==> config.mk <==
export PLATFORM = sky130hd
export DESIGN_NAME = wfg_record_spi_flat
export DESIGN_NICKNAME = d
export VERILOG_FILES = /design/src/rtl/wfg_record_spi_pkg.sv /design/src/rtl/wfg_record_spi_if.sv /design/src/rtl/wfg_record_spi_sync.sv /design/src/rtl/wfg_record_spi.sv /design/src/flat_wrapper.sv
export SDC_FILE = /design/constraint.sdc
export NUM_CORES = 1
export LEC_CHECK = 0
export BUFFER_PORTS_ARGS = -buffer_cell sky130_fd_sc_hd__buf_2
export CAP_MARGIN = 20
export CORE_MARGIN = 2
export CORE_UTILIZATION = 55
export DETAILED_ROUTE_END_ITERATION = 8
export HOLD_SLACK_MARGIN = 0.02
export PLACE_DENSITY = 0.76
export SLEW_MARGIN = 0
export SYNTH_ARGS = -nofsm -noshare
export SYNTH_HDL_FRONTEND = slang
export SYNTH_SLANG_ARGS = --single-unit
==> constraint.sdc <==
create_clock -name clk -period 3.1 [get_ports clk]
set_clock_uncertainty 0.1 [all_clocks]
set_input_delay 0.62 -clock clk [delete_from_list [all_inputs] [get_ports clk]]
set_output_delay 0.62 -clock clk [all_outputs]
set_load 0.01 [all_outputs]
==> src/rtl/wfg_record_spi_pkg.sv <==
// Shared types and helpers for the SPI recorder: FSM states, frame-length encoding
// and the DFF-to-bit-count decode.
package wfg_record_spi_pkg;

    localparam int unsigned SHIFT_W   = 32;
    localparam int unsigned CNT_W     = 6;
    localparam int unsigned POS_W     = 5;
    localparam int unsigned OVF_CNT_W = 8;

    typedef enum logic [1:0] {
        ST_IDLE = 2'b00,
        ST_RECV = 2'b01,
        ST_PUSH = 2'b10
    } state_e;

    typedef enum logic [1:0] {
        DFF_8  = 2'b00,
        DFF_16 = 2'b01,
        DFF_24 = 2'b10,
        DFF_32 = 2'b11
    } dff_e;

    // Number of SPI bits in one frame for a given DFF encoding
    function automatic logic [CNT_W-1:0] frame_len(input dff_e dff);
        logic [CNT_W-1:0] len;
        case (dff)
            DFF_8:   len = CNT_W'(8);
            DFF_16:  len = CNT_W'(16);
            DFF_24:  len = CNT_W'(24);
            default: len = CNT_W'(32);
        endcase
        return len;
    endfunction

endpackage

==> src/rtl/wfg_record_spi_if.sv <==
// AXI-Stream handshake bundle carrying recorded SPI words out of the recorder.
interface wfg_record_spi_if #(
    parameter int unsigned AXIS_DATA_WIDTH = 32
);

    logic                       wfg_axis_tvalid_o;
    logic                       wfg_axis_tready_i;
    logic [AXIS_DATA_WIDTH-1:0] wfg_axis_tdata_o;

    modport master (
        output wfg_axis_tvalid_o,
        output wfg_axis_tdata_o,
        input  wfg_axis_tready_i
    );

    modport slave (
        input  wfg_axis_tvalid_o,
        input  wfg_axis_tdata_o,
        output wfg_axis_tready_i
    );

endinterface

==> src/rtl/wfg_record_spi_sync.sv <==
// Two-flop synchronizer for asynchronous inputs, reset to zero.
module wfg_record_spi_sync #(
    parameter int unsigned WIDTH = 1
) (
    input  logic             clk,
    input  logic             rst_n,
    input  logic [WIDTH-1:0] d,
    output logic [WIDTH-1:0] q
);

    logic [WIDTH-1:0] meta;

    always_ff @(posedge clk or negedge rst_n) begin
        if (!rst_n) begin
            meta <= '0;
            q    <= '0;
        end else begin
            meta <= d;
            q    <= meta;
        end
    end

endmodule

==> src/rtl/wfg_record_spi.sv <==
// SPI slave recorder: deserializes SPI frames into AXI-Stream words.
// Optional overflow counter enabled by defining WFG_RECORD_SPI_OVF_CNT_EN.
module wfg_record_spi
    import wfg_record_spi_pkg::*;
#(
    parameter int unsigned AXIS_DATA_WIDTH = 32
) (
    input  logic                 clk,
    input  logic                 rst_n,
    input  logic                 ctrl_en_q_i,
    input  logic                 cfg_cpol_q_i,
    input  logic                 cfg_lsbfirst_q_i,
    input  logic [1:0]           cfg_dff_q_i,
    input  logic                 cfg_sspol_q_i,
    input  logic                 status_clr_i,
    input  logic                 wfg_record_spi_sclk_i,
    input  logic                 wfg_record_spi_cs_i,
    input  logic                 wfg_record_spi_sdi_i,
    wfg_record_spi_if.master     axis,
    output logic                 status_ovf_o,
    output logic [OVF_CNT_W-1:0] ovf_cnt_o
);

    logic [2:0] pins_s;
    logic       sclk_s, cs_s, sdi_s;

    wfg_record_spi_sync #(.WIDTH(3)) u_sync (
        .clk   (clk),
        .rst_n (rst_n),
        .d     ({wfg_record_spi_sclk_i, wfg_record_spi_cs_i, wfg_record_spi_sdi_i}),
        .q     (pins_s)
    );

    assign sclk_s = pins_s[2];
    assign cs_s   = pins_s[1];
    assign sdi_s  = pins_s[0];

    state_e                     state_q, state_n;
    logic                       sclk_q;
    logic                       armed_q, armed_n;
    logic                       cpol_q, cpol_n;
    logic                       lsb_q, lsb_n;
    logic                       sspol_q, sspol_n;
    dff_e                       dff_q, dff_n;
    logic [CNT_W-1:0]           bit_cnt_q, bit_cnt_n;
    logic [SHIFT_W-1:0]         sr_q, sr_n;
    logic                       tvalid_q, tvalid_n;
    logic [AXIS_DATA_WIDTH-1:0] tdata_q, tdata_n;
    logic                       ovf_q, ovf_n;
    logic                       overflow_c;
    logic                       sample_edge_c;
    logic                       cs_act_c;
    logic [POS_W-1:0]           pos_c;

    always_comb begin
        sample_edge_c = cpol_q ? (sclk_q & ~sclk_s) : (sclk_s & ~sclk_q);
        cs_act_c      = (cs_s == sspol_q);
        pos_c         = lsb_q ? POS_W'(bit_cnt_q)
                              : POS_W'(frame_len(dff_q) - CNT_W'(1) - bit_cnt_q);
    end

    // Next-state and next-output logic
    always_comb begin
        state_n    = state_q;
        armed_n    = armed_q;
        cpol_n     = cpol_q;
        lsb_n      = lsb_q;
        sspol_n    = sspol_q;
        dff_n      = dff_q;
        bit_cnt_n  = bit_cnt_q;
        sr_n       = sr_q;
        tvalid_n   = tvalid_q;
        tdata_n    = tdata_q;
        ovf_n      = ovf_q;
        overflow_c = 1'b0;

        if (tvalid_q && axis.wfg_axis_tready_i) tvalid_n = 1'b0;
        if (status_clr_i) ovf_n = 1'b0;

        case (state_q)
            ST_IDLE: begin
                // A burst starts only after CS has been seen inactive, so a frame
                // already in flight (e.g. across reset) is never picked up halfway.
                if (cs_s != cfg_sspol_q_i) begin
                    armed_n = 1'b1;
                end else if (armed_q && ctrl_en_q_i) begin
                    state_n   = ST_RECV;
                    armed_n   = 1'b0;
                    cpol_n    = cfg_cpol_q_i;
                    lsb_n     = cfg_lsbfirst_q_i;
                    sspol_n   = cfg_sspol_q_i;
                    dff_n     = dff_e'(cfg_dff_q_i);
                    bit_cnt_n = '0;
                    sr_n      = '0;
                end
            end
            ST_RECV: begin
                if (!cs_act_c) begin
                    state_n   = ST_IDLE;
                    bit_cnt_n = '0;
                    sr_n      = '0;
                end else if (sample_edge_c) begin
                    sr_n[pos_c] = sdi_s;
                    bit_cnt_n   = bit_cnt_q + CNT_W'(1);
                    if (bit_cnt_q + CNT_W'(1) == frame_len(dff_q)) state_n = ST_PUSH;
                end
            end
            ST_PUSH: begin
                // A transfer this cycle frees the register, so only a stalled beat drops
                if (tvalid_q && !axis.wfg_axis_tready_i) begin
                    overflow_c = 1'b1;
                end else begin
                    tvalid_n = 1'b1;
                    tdata_n  = AXIS_DATA_WIDTH'(sr_q);
                end
                sr_n      = '0;
                bit_cnt_n = '0;
                state_n   = cs_act_c ? ST_RECV : ST_IDLE;
            end
            default: state_n = ST_IDLE;
        endcase

        if (!ctrl_en_q_i) begin
            state_n    = ST_IDLE;
            bit_cnt_n  = '0;
            sr_n       = '0;
            tvalid_n   = 1'b0;
            tdata_n    = '0;
            overflow_c = 1'b0;
        end

        if (overflow_c) ovf_n = 1'b1;
    end

    always_ff @(posedge clk or negedge rst_n) begin
        if (!rst_n) begin
            state_q   <= ST_IDLE;
            sclk_q    <= 1'b0;
            armed_q   <= 1'b0;
            cpol_q    <= 1'b0;
            lsb_q     <= 1'b0;
            sspol_q   <= 1'b0;
            dff_q     <= DFF_8;
            bit_cnt_q <= '0;
            sr_q      <= '0;
            tvalid_q  <= 1'b0;
            tdata_q   <= '0;
            ovf_q     <= 1'b0;
        end else begin
            state_q   <= state_n;
            sclk_q    <= sclk_s;
            armed_q   <= armed_n;
            cpol_q    <= cpol_n;
            lsb_q     <= lsb_n;
            sspol_q   <= sspol_n;
            dff_q     <= dff_n;
            bit_cnt_q <= bit_cnt_n;
            sr_q      <= sr_n;
            tvalid_q  <= tvalid_n;
            tdata_q   <= tdata_n;
            ovf_q     <= ovf_n;
        end
    end

    assign axis.wfg_axis_tvalid_o = tvalid_q;
    assign axis.wfg_axis_tdata_o  = tdata_q;
    assign status_ovf_o           = ovf_q;

`ifdef WFG_RECORD_SPI_OVF_CNT_EN
    logic [OVF_CNT_W-1:0] ovf_cnt_q;

    // Dropped-word counter, saturating; a drop in the clearing cycle still counts
    always_ff @(posedge clk or negedge rst_n) begin
        if (!rst_n) begin
            ovf_cnt_q <= '0;
        end else if (overflow_c) begin
            if (status_clr_i)             ovf_cnt_q <= OVF_CNT_W'(1);
            else if (ovf_cnt_q != '1)     ovf_cnt_q <= ovf_cnt_q + OVF_CNT_W'(1);
        end else if (status_clr_i) begin
            ovf_cnt_q <= '0;
        end
    end

    assign ovf_cnt_o = ovf_cnt_q;
`else
    assign ovf_cnt_o = '0;
`endif

endmodule

==> src/flat_wrapper.sv <==
// flat-port wrapper written by rule: the top's interface ports become plain ports
module wfg_record_spi_flat import wfg_record_spi_pkg::*;
#(
    parameter int unsigned AXIS_DATA_WIDTH = 32
)
  (clk, rst_n, ctrl_en_q_i, cfg_cpol_q_i, cfg_lsbfirst_q_i, cfg_dff_q_i, cfg_sspol_q_i, status_clr_i, wfg_record_spi_sclk_i, wfg_record_spi_cs_i, wfg_record_spi_sdi_i, status_ovf_o, ovf_cnt_o, axis_wfg_axis_tvalid_o, axis_wfg_axis_tdata_o, axis_wfg_axis_tready_i);
  wfg_record_spi_if #(.AXIS_DATA_WIDTH(AXIS_DATA_WIDTH)) axis_i ();
  input  logic clk;
  input  logic rst_n;
  input  logic ctrl_en_q_i;
  input  logic cfg_cpol_q_i;
  input  logic cfg_lsbfirst_q_i;
  input  logic [1:0] cfg_dff_q_i;
  input  logic cfg_sspol_q_i;
  input  logic status_clr_i;
  input  logic wfg_record_spi_sclk_i;
  input  logic wfg_record_spi_cs_i;
  input  logic wfg_record_spi_sdi_i;
  output logic status_ovf_o;
  output logic [OVF_CNT_W-1:0] ovf_cnt_o;
  output wire logic [$bits(axis_i.wfg_axis_tvalid_o)-1:0] axis_wfg_axis_tvalid_o;
  output wire logic [$bits(axis_i.wfg_axis_tdata_o)-1:0] axis_wfg_axis_tdata_o;
  input wire logic [$bits(axis_i.wfg_axis_tready_i)-1:0] axis_wfg_axis_tready_i;
  assign axis_wfg_axis_tvalid_o = axis_i.wfg_axis_tvalid_o;
  assign axis_wfg_axis_tdata_o = axis_i.wfg_axis_tdata_o;
  assign axis_i.wfg_axis_tready_i = axis_wfg_axis_tready_i;
  wfg_record_spi #(.AXIS_DATA_WIDTH(AXIS_DATA_WIDTH)) u_core (.clk(clk), .rst_n(rst_n), .ctrl_en_q_i(ctrl_en_q_i), .cfg_cpol_q_i(cfg_cpol_q_i), .cfg_lsbfirst_q_i(cfg_lsbfirst_q_i), .cfg_dff_q_i(cfg_dff_q_i), .cfg_sspol_q_i(cfg_sspol_q_i), .status_clr_i(status_clr_i), .wfg_record_spi_sclk_i(wfg_record_spi_sclk_i), .wfg_record_spi_cs_i(wfg_record_spi_cs_i), .wfg_record_spi_sdi_i(wfg_record_spi_sdi_i), .axis(axis_i), .status_ovf_o(status_ovf_o), .ovf_cnt_o(ovf_cnt_o));
endmodule
# Yosys cells after proc, flatten, opt, wreduce, memory -nomap -nowiden
# Index checks and enable logic that the tools add are counted.
# classes
n_addsub	3
mul	0
div_mod_pow	0
order_cmp	2
n_eq_ne	14
shifts	0
n_mux	43
bitwise	5
reduce_logical	14
# ops
cell	count
32-bit two-way mux	8
32-bit one-hot mux with 3 select lines	1
6-bit two-way mux	8
6-bit one-hot mux with 3 select lines	2
32-bit bitwise mux	1
1-bit two-way mux	14
2-bit two-way mux	6
4-bit AND reduction	2
6-bit by 1-bit adder with 6-bit output, second input constant	1
6-bit == test	1
5-bit by 6-bit less-than comparator with 1-bit output, second input constant	1
2-bit one-hot mux with 3 select lines	1
1-bit demux with 5-bit select	1
5-bit by 1-bit greater-or-equal comparator with 1-bit output, second input constant	1
5-bit two-way mux	1
5-bit by 1-bit subtractor with 5-bit output, second input constant	1
5-bit subtractor	1
2-bit by 1-bit == test with 1-bit output, second input constant	2
2-bit == test, second input constant	2
1-bit logical AND	4
2-bit zero test	2
4-bit by 1-bit != test with 1-bit output, second input constant	1
4-bit by 3-bit != test with 1-bit output, second input constant	1
4-bit != test, second input constant	1
other kinds (12)	17
# word_totals
ff_bits	87
latch_bits	0
ram_bits	0
rom_bits	0
in_bits	13
n_memories	0

# Longest topological paths before layout
# Gate-level depths: netlist of run 1.
# depth
depth_word	14
mapped_depth	9
ltp_nobuf	7

# Cells and area by module
# Synthesis of run 1 repeated with hierarchy kept, for this count alone.
# unflattened
cells_unflattened	346
hier_area_um2	4182.8
# by_module_without_submodules
mod	n_inst	cells_per_inst	area_per_inst_um2
wfg_record_spi	1	340	4032.6
wfg_record_spi_sync	1	6	150.1

# Least setup slack after synthesis of run 1
# OpenSTA, ideal clock, no wires.
# synth_timing
path_kind	reg2reg
startpoint	register u_core.bit_cnt_q[3]
endpoint	register u_core.sr_q[15]
setup_ns	0.125
arrival_ns	2.103
setup_slack_ns	0.771
stages_incl_launch_ff	9
path_cell_list	dfrtp_1 > buf_1 > inv_1 > ha_1 > or3b_1 > a22oi_2 > a31oi_1 > o21ai_0 > o21ai_1
# synth_via
elab_chain_len	11
elab_cells_between_ends	12
cone_classes	1 x add/sub; 2 x order compare; 8 x mux; 1 x reduce/logical
# synth_lines
element	line	source
start, declared	wfg_record_spi.sv:45	logic [CNT_W-1:0] bit_cnt_q, bit_cnt_n;
start signal, assigned	wfg_record_spi.sv:157	bit_cnt_q <= bit_cnt_n;
5-bit subtractor	wfg_record_spi.sv:59	: POS_W'(frame_len(dff_q) - CNT_W'(1) - bit_cnt_q);
5-bit two-way mux *	wfg_record_spi.sv:58	pos_c = lsb_q ? POS_W'(bit_cnt_q)
5-bit by 6-bit less-than comparator with 1-bit output (not written as such) / 5-bit by 1-bit greater-or-equal comparator with 1-bit output (equally long branches)	wfg_record_spi.sv:103	sr_n[pos_c] = sdi_s;
1-bit logical AND (not written as such)	wfg_record_spi.sv:103	
1-bit two-way mux (not written as such)	wfg_record_spi.sv:103	
1-bit demux with 5-bit select *	n/a	
32-bit bitwise mux *	wfg_record_spi.sv:103	
32-bit two-way mux *	wfg_record_spi.sv:102	end else if (sample_edge_c) begin
32-bit two-way mux *	wfg_record_spi.sv:98	if (!cs_act_c) begin
32-bit one-hot mux with 3 select lines *	wfg_record_spi.sv:80	case (state_q)
32-bit two-way mux *	wfg_record_spi.sv:123	if (!ctrl_en_q_i) begin
end signal, assigned	wfg_record_spi.sv:158	sr_q <= sr_n;
end, declared	wfg_record_spi.sv:46	logic [SHIFT_W-1:0] sr_q, sr_n;
# Mark *: on every way between the ends. The rest lies on a longest branch, timed or not. The select of a mux whose other input is x is not followed.
# A chain may end at the register's enable or synchronous reset.

# Worst setup path after layout of run 1
# layout_timing
startpoint	register u_core.bit_cnt_q[3]
endpoint	register u_core.sr_q[14]
# The elaborated chain is that of the path after synthesis.

==> results.yml, run 1 <==
clock_tree:
  numCtsBuffers: 9
  cts_setup_buffers: 0
  cts_resized: 0
  clkTransAtPathRegs_ns: 0.09
  root_buffer: "clkbuf_8"
  ctsHoldBuffers: 0
  h-tree-depth: 3
  clock_latency_ns: 0.35
  clock-sinks: 87
  clock_path_buffers: 2
  cts_tree: "built"
logic_synthesis:
  synthCells: 392
  synthArstFlopShare: 1.00
  synth-compound-area-share: 0.233
  synthXorXnorAreaFrac: 0.0239
  synth_warnings: 0
  postSynthAreaPerCell_um2: 10.9
  ys_seq_area_frac: 0.508
  synth_top_family_by_area: "compound AO/OA/AOI/OAI gates"
  synthSimpleGateAreaFrac: 0.113
  synth_edf_count: 0
  ys_ff_latch: 87
  synth_top_flop_cell: "dfrtp_1"
  synthMuxAreaShare: 0.0499
  synth_fa_ha_area_frac: 0.0146
  ys_types: 59
  synth_area_um2: 4290
sta:
  max_freq_ghz: 0.392
  rsz0062_at_grt: "false"
  tightest_slew_ns: 0.976
  period_needed_ns: 2.55
  slew_headroom: 0.345
  fin_setup_tns_ns: 0
  report.final.slew_viol_count: 0
  period_share: 0.824
  hold_viol: 0
  setup_viol: 0
drt:
  num_vias: 3184
  via_per_inst: 5.90
  ant_nets: 0
  dr.pass1.iters: 6
  first_iter_violations: 173
  drt_wl_total_um: 8950
  drc_errors: 0
  wl_per_cell_um: 16.6
setup_path:
  worst-path-max-fanout: 14
  max_stage_delay_ns: 0.61
  cp.required_ns: 3.23
  cp-end-kind: "register"
  crit_path_start_kind: "register"
  cp_cell_sequence: "inv_1 > ha_1 > or3b_1 > a22oi_2 > a31oi_1 > o21ai_0 > o21ai_1"
  slowest_stage: "dfrtp_1"
  crit_arrival_ns: 2.69
  crit_type: "reg -> reg"
flow_run:
  maxCapViolations: 0
placement:
  post-dp-hpwl_um: 6310
  portBuffers: 46
  gp_congestion: 0.906
cells_and_area:
  drive_gt1_frac: 0.226
  num-nets-final: 452
  num_antenna_cells: 0
  multi_input_area_um2: 1890
  area_delta_synth_final_pct: 12.0
  final.fill_count: 607
  register_area_um2: 2180
floorplan:
  coreArea_um2: 7650
  die_h_um: 92.3
  fp.dieArea_um2: 8520
  io-pin-count: 55
  num_rows: 32
  die_x_um: 92.3
  start_util: 0.561
power:
  ir_drop_mv: 0.654
  total_power_uw: 3040
  p_leak_uw: 0.00238
  power_density_nw_per_um2: 633
global_route:
  grt_overflow: 0
  antenna_found_initial: 0
  grt_usage: 0.224
  grt_first_pass_wirelength_um: 15000
  grt_max_degree: 45
  grt_pass1_vias: 3014
hold_path:
  hp-class: "in -> async"
status:
  status: "finished, final reports clean"
[cell usage after synthesis (2+ instances only)]
| cell | count | share of area |
|---|---|---|
| mux2i_2 | 2 | 0.0064 |
| buf_4 | 8 | 0.014 |
| nand4b_1 | 2 | 0.0041 |
| o32ai_2 | 2 | 0.0076 |
| a21oi_1 | 18 | 0.021 |
| o41ai_4 | 2 | 0.013 |
| nor2_1 | 8 | 0.0070 |
| mux2_2 | 5 | 0.013 |
| nand3b_1 | 5 | 0.0088 |
| buf_2 | 9 | 0.011 |
| a211oi_1 | 2 | 0.0035 |
| buf_6 | 5 | 0.013 |
| or3_1 | 2 | 0.0029 |
| nor3b_1 | 2 | 0.0035 |
| dfrtp_1 | 87 | 0.51 |
| a31oi_1 | 16 | 0.023 |
| o21ai_0 | 26 | 0.030 |
| clkbuf_1 | 11 | 0.0096 |
| ha_1 | 5 | 0.015 |
| nand4_2 | 3 | 0.0088 |
| nand2b_1 | 7 | 0.010 |
| nand4_1 | 2 | 0.0029 |
| nand2_1 | 15 | 0.013 |
| o32a_1 | 2 | 0.0047 |
| o21ai_1 | 46 | 0.054 |
| a22oi_1 | 2 | 0.0035 |
| inv_1 | 11 | 0.0096 |
| nand3_1 | 6 | 0.0070 |
| nor2b_1 | 13 | 0.019 |
| xnor2_1 | 5 | 0.010 |
| o31ai_1 | 2 | 0.0035 |
| xor2_1 | 2 | 0.0041 |
| mux2i_1 | 13 | 0.030 |
| a22o_1 | 21 | 0.043 |
[placed cells by master, fill, tap and decap left out, types with 2 or more instances in the layout]
master,instances
dfrtp_1,87
o21ai_1,47
buf_2,45
o21ai_0,25
a22o_1,21
a21oi_1,18
a31oi_1,16
nand2_1,15
mux2i_1,13
nor2b_1,13
buf_4,13
inv_1,11
clkbuf_8,11
nor2_1,8
conb_1,8
nand2b_1,7
nand3_1,6
nand3b_1,5
xnor2_1,5
mux2_2,5
ha_1,5
nand4_2,3
bufinv_16,3
o32a_1,2
xor2_1,2
or3_1,2
mux2i_2,2
o32ai_2,2
nand4b_1,2
o41ai_4,2
a22oi_1,2
nor3b_1,2
o31ai_1,2
nand4_1,2
a211oi_1,2
[through the flow]
stage	utilization	hold WS [ns]	cells	area, um^2	setup WS, ns
after detailed placement	0.596	0.241	525	4560	0.582
final	0.628	0.153	540	4800	0.546
after global routing	0.628	0.192	540	4800	0.291
after floorplan	-	0.224	399	4320	0.771
after global placement	0.596	0.234	525	4560	0.666
after CTS	0.628	0.171	540	4800	0.546
[routing by layer]
layer | vias to the layer above | GRT usage | wire [um]
li1 | 1506 | - | -
met1 | 1569 | 0.303 | 3960
met2 | 101 | 0.372 | 4440
met3 | 8 | 0.0334 | 444
met4 | 0 | 0.0734 | 104
met5 | - | 0 | 0
[cell families (layout without fill, tap and decap cells)]
| group | count (synthesis) | in the layout |
|---|---|---|
| other | 1 | 8 |
| adder cells (fa/ha/maj) | 5 | 5 |
| buffers and inverters | 45 | 84 |
| AND/OR/NAND/NOR | 75 | 75 |
| XOR/XNOR | 9 | 9 |
| multiplexers | 20 | 20 |
| AO/OA/AOI/OAI | 150 | 150 |
| flip-flops | 87 | 87 |
[critical path: cells and delay by family (launching register included)]
| kind | cells | cell delay [ns] |
|---|---|---|
| adder cells (fa/ha/maj) | 1 | 0.49 |
| buffers and inverters | 1 | 0.14 |
| flip-flops | 1 | 0.61 |
| AO/OA/AOI/OAI | 4 | 0.69 |
| AND/OR/NAND/NOR | 1 | 0.41 |
[power breakdown]
part | internal, uW | switching (uW)
clock | 576 | 385
sequential | 1180 | 87.1
combinational | 296 | 522
[cell type report]
| type | count | share of cell area |
|---|---|---|
| multi-input cells | 267 | 0.393 |
| flip-flops and latches | 87 | 0.453 |
| inverters | 11 | 0.00859 |
| well taps | 102 | 0.0266 |
| repair buffers | 58 | 0.0672 |
| clock inverters | 3 | 0.0187 |
| clock buffers | 12 | 0.0323 |
[final timing paths]
check	from	to	slack [ns]	cells past startpoint
hold / removal	rst_n	u_core.axis.wfg_axis_tdata_o[7]	0.15	1
max in group asynchronous	rst_n	u_core.sr_q[30]	2.03	2
setup / recovery	u_core.bit_cnt_q[3]	u_core.sr_q[14]	0.55	7
hold reg to reg	u_core.u_sync.meta[1]	u_core.u_sync.q[1]	0.25	0
min in group clk	u_core.u_sync.meta[1]	u_core.u_sync.q[1]	0.25	0
setup reg to reg	u_core.bit_cnt_q[3]	u_core.sr_q[14]	0.55	7
[registers in the layout (all words and copies together) (netlist names)]
name / cells
u_core.armed_q: 1
u_core.dff_q: 2
u_core.sr_q: 32
u_core.bit_cnt_q: 6
u_core.u_sync.q: 3
u_core.sclk_q: 1
u_core.state_q: 2
u_core.u_sync.meta: 3
u_core.axis.wfg_axis_tdata_o: 32
u_core.sspol_q: 1
u_core.axis.wfg_axis_tvalid_o: 1
u_core.lsb_q: 1
u_core.status_ovf_o: 1
u_core.cpol_q: 1
(Power assumes the default switching activity.)
==> inputs of run 2 (changes only) <==
--- a/config.mk
+++ b/config.mk
@@ -8,7 +8,7 @@
 export BUFFER_PORTS_ARGS = -buffer_cell sky130_fd_sc_hd__buf_2
 export CAP_MARGIN = 20
 export CORE_MARGIN = 2
-export CORE_UTILIZATION = 55
+export CORE_UTILIZATION = 52
 export DETAILED_ROUTE_END_ITERATION = 8
 export HOLD_SLACK_MARGIN = 0.02
 export PLACE_DENSITY = 0.76
==> constraint.sdc (replaced) <==
create_clock -name clk -period 2.3 [get_ports clk]
set_clock_uncertainty 0.1 [all_clocks]
set_input_delay 0.46 -clock clk [delete_from_list [all_inputs] [get_ports clk]]
set_output_delay 0.46 -clock clk [all_outputs]
set_load 0.01 [all_outputs]
==> run 2 against run 1 <==
  * Register-to-register slack got worse by 0.42 ns
  * Clock power rose by 6%
  * Via count rose by 2.1%
  * Non-clock buffer count rose by 15
  * Setup slack got worse by 0.42 ns
  * First-iteration DRC count rose by 49%
  * Power rose by 36%
  * Hold slack got worse by 0.059 ns
  * Critical path type unchanged
  * Critical endpoint is now u_core.sr_q[20]
  * Largest cell class unchanged
  * Highest routed layer unchanged
==> results.yml, run 2 (synthesized netlist as in run 1, its figures left out) <==
status:
  status: "finished, final reports clean"
setup_path:
  crit_type: "reg -> reg"
  cp.required_ns: 2.44
  crit_arrival_ns: 2.32
  crit_path_start_kind: "register"
  cp-end-kind: "register"
  worst-path-max-fanout: 4
clock_tree:
  h-tree-depth: 3
  cts_tree: "built"
  clock-sinks: 87
  clock_latency_ns: 0.36
  clkTransAtPathRegs_ns: 0.09
  clock_path_buffers: 2
  numCtsBuffers: 9
  root_buffer: "clkbuf_8"
cells_and_area:
  final_cell_mix: "dfrtp_1 (87), o21ai_1 (47), buf_2 (45), o21ai_0 (25), buf_4 (25)"
  instances_no_fill: 559
  num_antenna_cells: 0
  area_delta_synth_final_pct: 15.1
  drive_gt1_frac: 0.269
  design_area_um2: 4940
  num-nets-final: 467
  final_common_cell: "dfrtp_1"
placement:
  dp_cells: 541
  placed_area_um2: 4670
  portBuffers: 46
  gp_congestion: 0.875
  post-dp-hpwl_um: 6550
floorplan:
  io-pin-count: 55
  start_util: 0.530
  die_x_um: 94.8
  fp.dieArea_um2: 8990
  die_h_um: 94.8
  num_rows: 33
  coreArea_um2: 8090
drt:
  ant_nets: 0
  first_iter_violations: 257
  drc_errors: 0
  drt_wl_total_um: 9360
  num_vias: 3251
  dr.pass1.iters: 5
  via_per_inst: 5.82
  wl_per_cell_um: 16.7
global_route:
  grt_overflow: 0
  antenna_found_initial: 0
  grt_first_pass_wirelength_um: 15500
  grt_pass1_vias: 3075
  grt_usage: 0.224
  grt_max_degree: 57
sta:
  max_freq_ghz: 0.459
  period_needed_ns: 2.18
  fin_setup_tns_ns: 0
  report.final.slew_viol_count: 0
  rsz0062_at_grt: "false"
  holdWs_ns: 0.0938
  tightest_slew_ns: 0.710
  hold_viol: 0
  period_share: 0.947
  slew_headroom: 0.527
  setup_viol: 0
hold_path:
  hp-class: "in -> reg"
power:
  power_density_nw_per_um2: 835
  ir_drop_mv: 0.536
  total_power_uw: 4120
  p_leak_uw: 0.00244
flow_run:
  maxCapViolations: 0
==> run 2: worst max-delay path, cell delays in order (launching register included) <==
cell     delay (ns)
dfrtp_1        0.39
inv_2          0.07
ha_1           0.30
xor3_2         0.35
buf_12         0.17
o32ai_4        0.31
a21oi_1        0.14
o21ai_1        0.14
o21ai_1        0.09
==> run 2: path summary, 6_finish.rpt <==
kind	start	endpoint	slack [ns]	cells after the start
setup / recovery	u_core.dff_q[0]	u_core.sr_q[20]	0.12	8
hold / removal	wfg_record_spi_sclk_i	u_core.u_sync.meta[2]	0.09	1
setup reg to reg	u_core.dff_q[0]	u_core.sr_q[20]	0.12	8
hold reg to reg	u_core.u_sync.meta[2]	u_core.u_sync.q[2]	0.26	0
max in group asynchronous	rst_n	u_core.sr_q[17]	0.99	3
min in group asynchronous	rst_n	u_core.state_q[0]	0.47	2
==> run 2: area by class of cell <==
cell class,instances,area [um^2]
Clock buffer,9,124
Clock inverter,7,63.8
Sequential cell,87,2180
Tap cell,105,131
Multi-Input combinational cell,267,1940
Inverter,11,41.3
Timing Repair Buffer,73,463
Fill cell,698,3150
==> run 2: report_power, final <==
| part | leakage (uW) | switching, uW | internal [uW] | total (uW) |
|---|---|---|---|---|
| clock | 0.0000899 | 604 | 414 | 1020 |
| sequential | 0.00118 | 92.5 | 1590 | 1680 |
| combinational | 0.00116 | 822 | 604 | 1430 |
==> run 2: through the flow <==
stage	utilization	setup slack [ns]
5_1_grt	0.610	0.0152
4_1_cts	0.603	0.0301
3_3_place_gp	0.577	0.145
3_5_place_dp	0.577	0.0439
2_1_floorplan	-	0.112
6_report	0.610	0.122
==> run 2: repair_timing <==
item / 4_1_cts / 5_1_grt
buffers inserted: 0 / 1
endpoints found under the setup margin: 1 / 20
gates cloned: 0 / 0
hold buffers: 1 / 0
endpoints found under the hold margin: 31 / 0
pin swaps: 0 / 4
gates resized for setup: 1 / 8
==> run 2: layer usage <==
layer	wire [um]	track usage	vias up
met2	4400	0.348	116
met4	227	0.0978	0
met1	4250	0.313	1568
met3	479	0.0335	26
li1	-	-	1541
met5	0	0	-
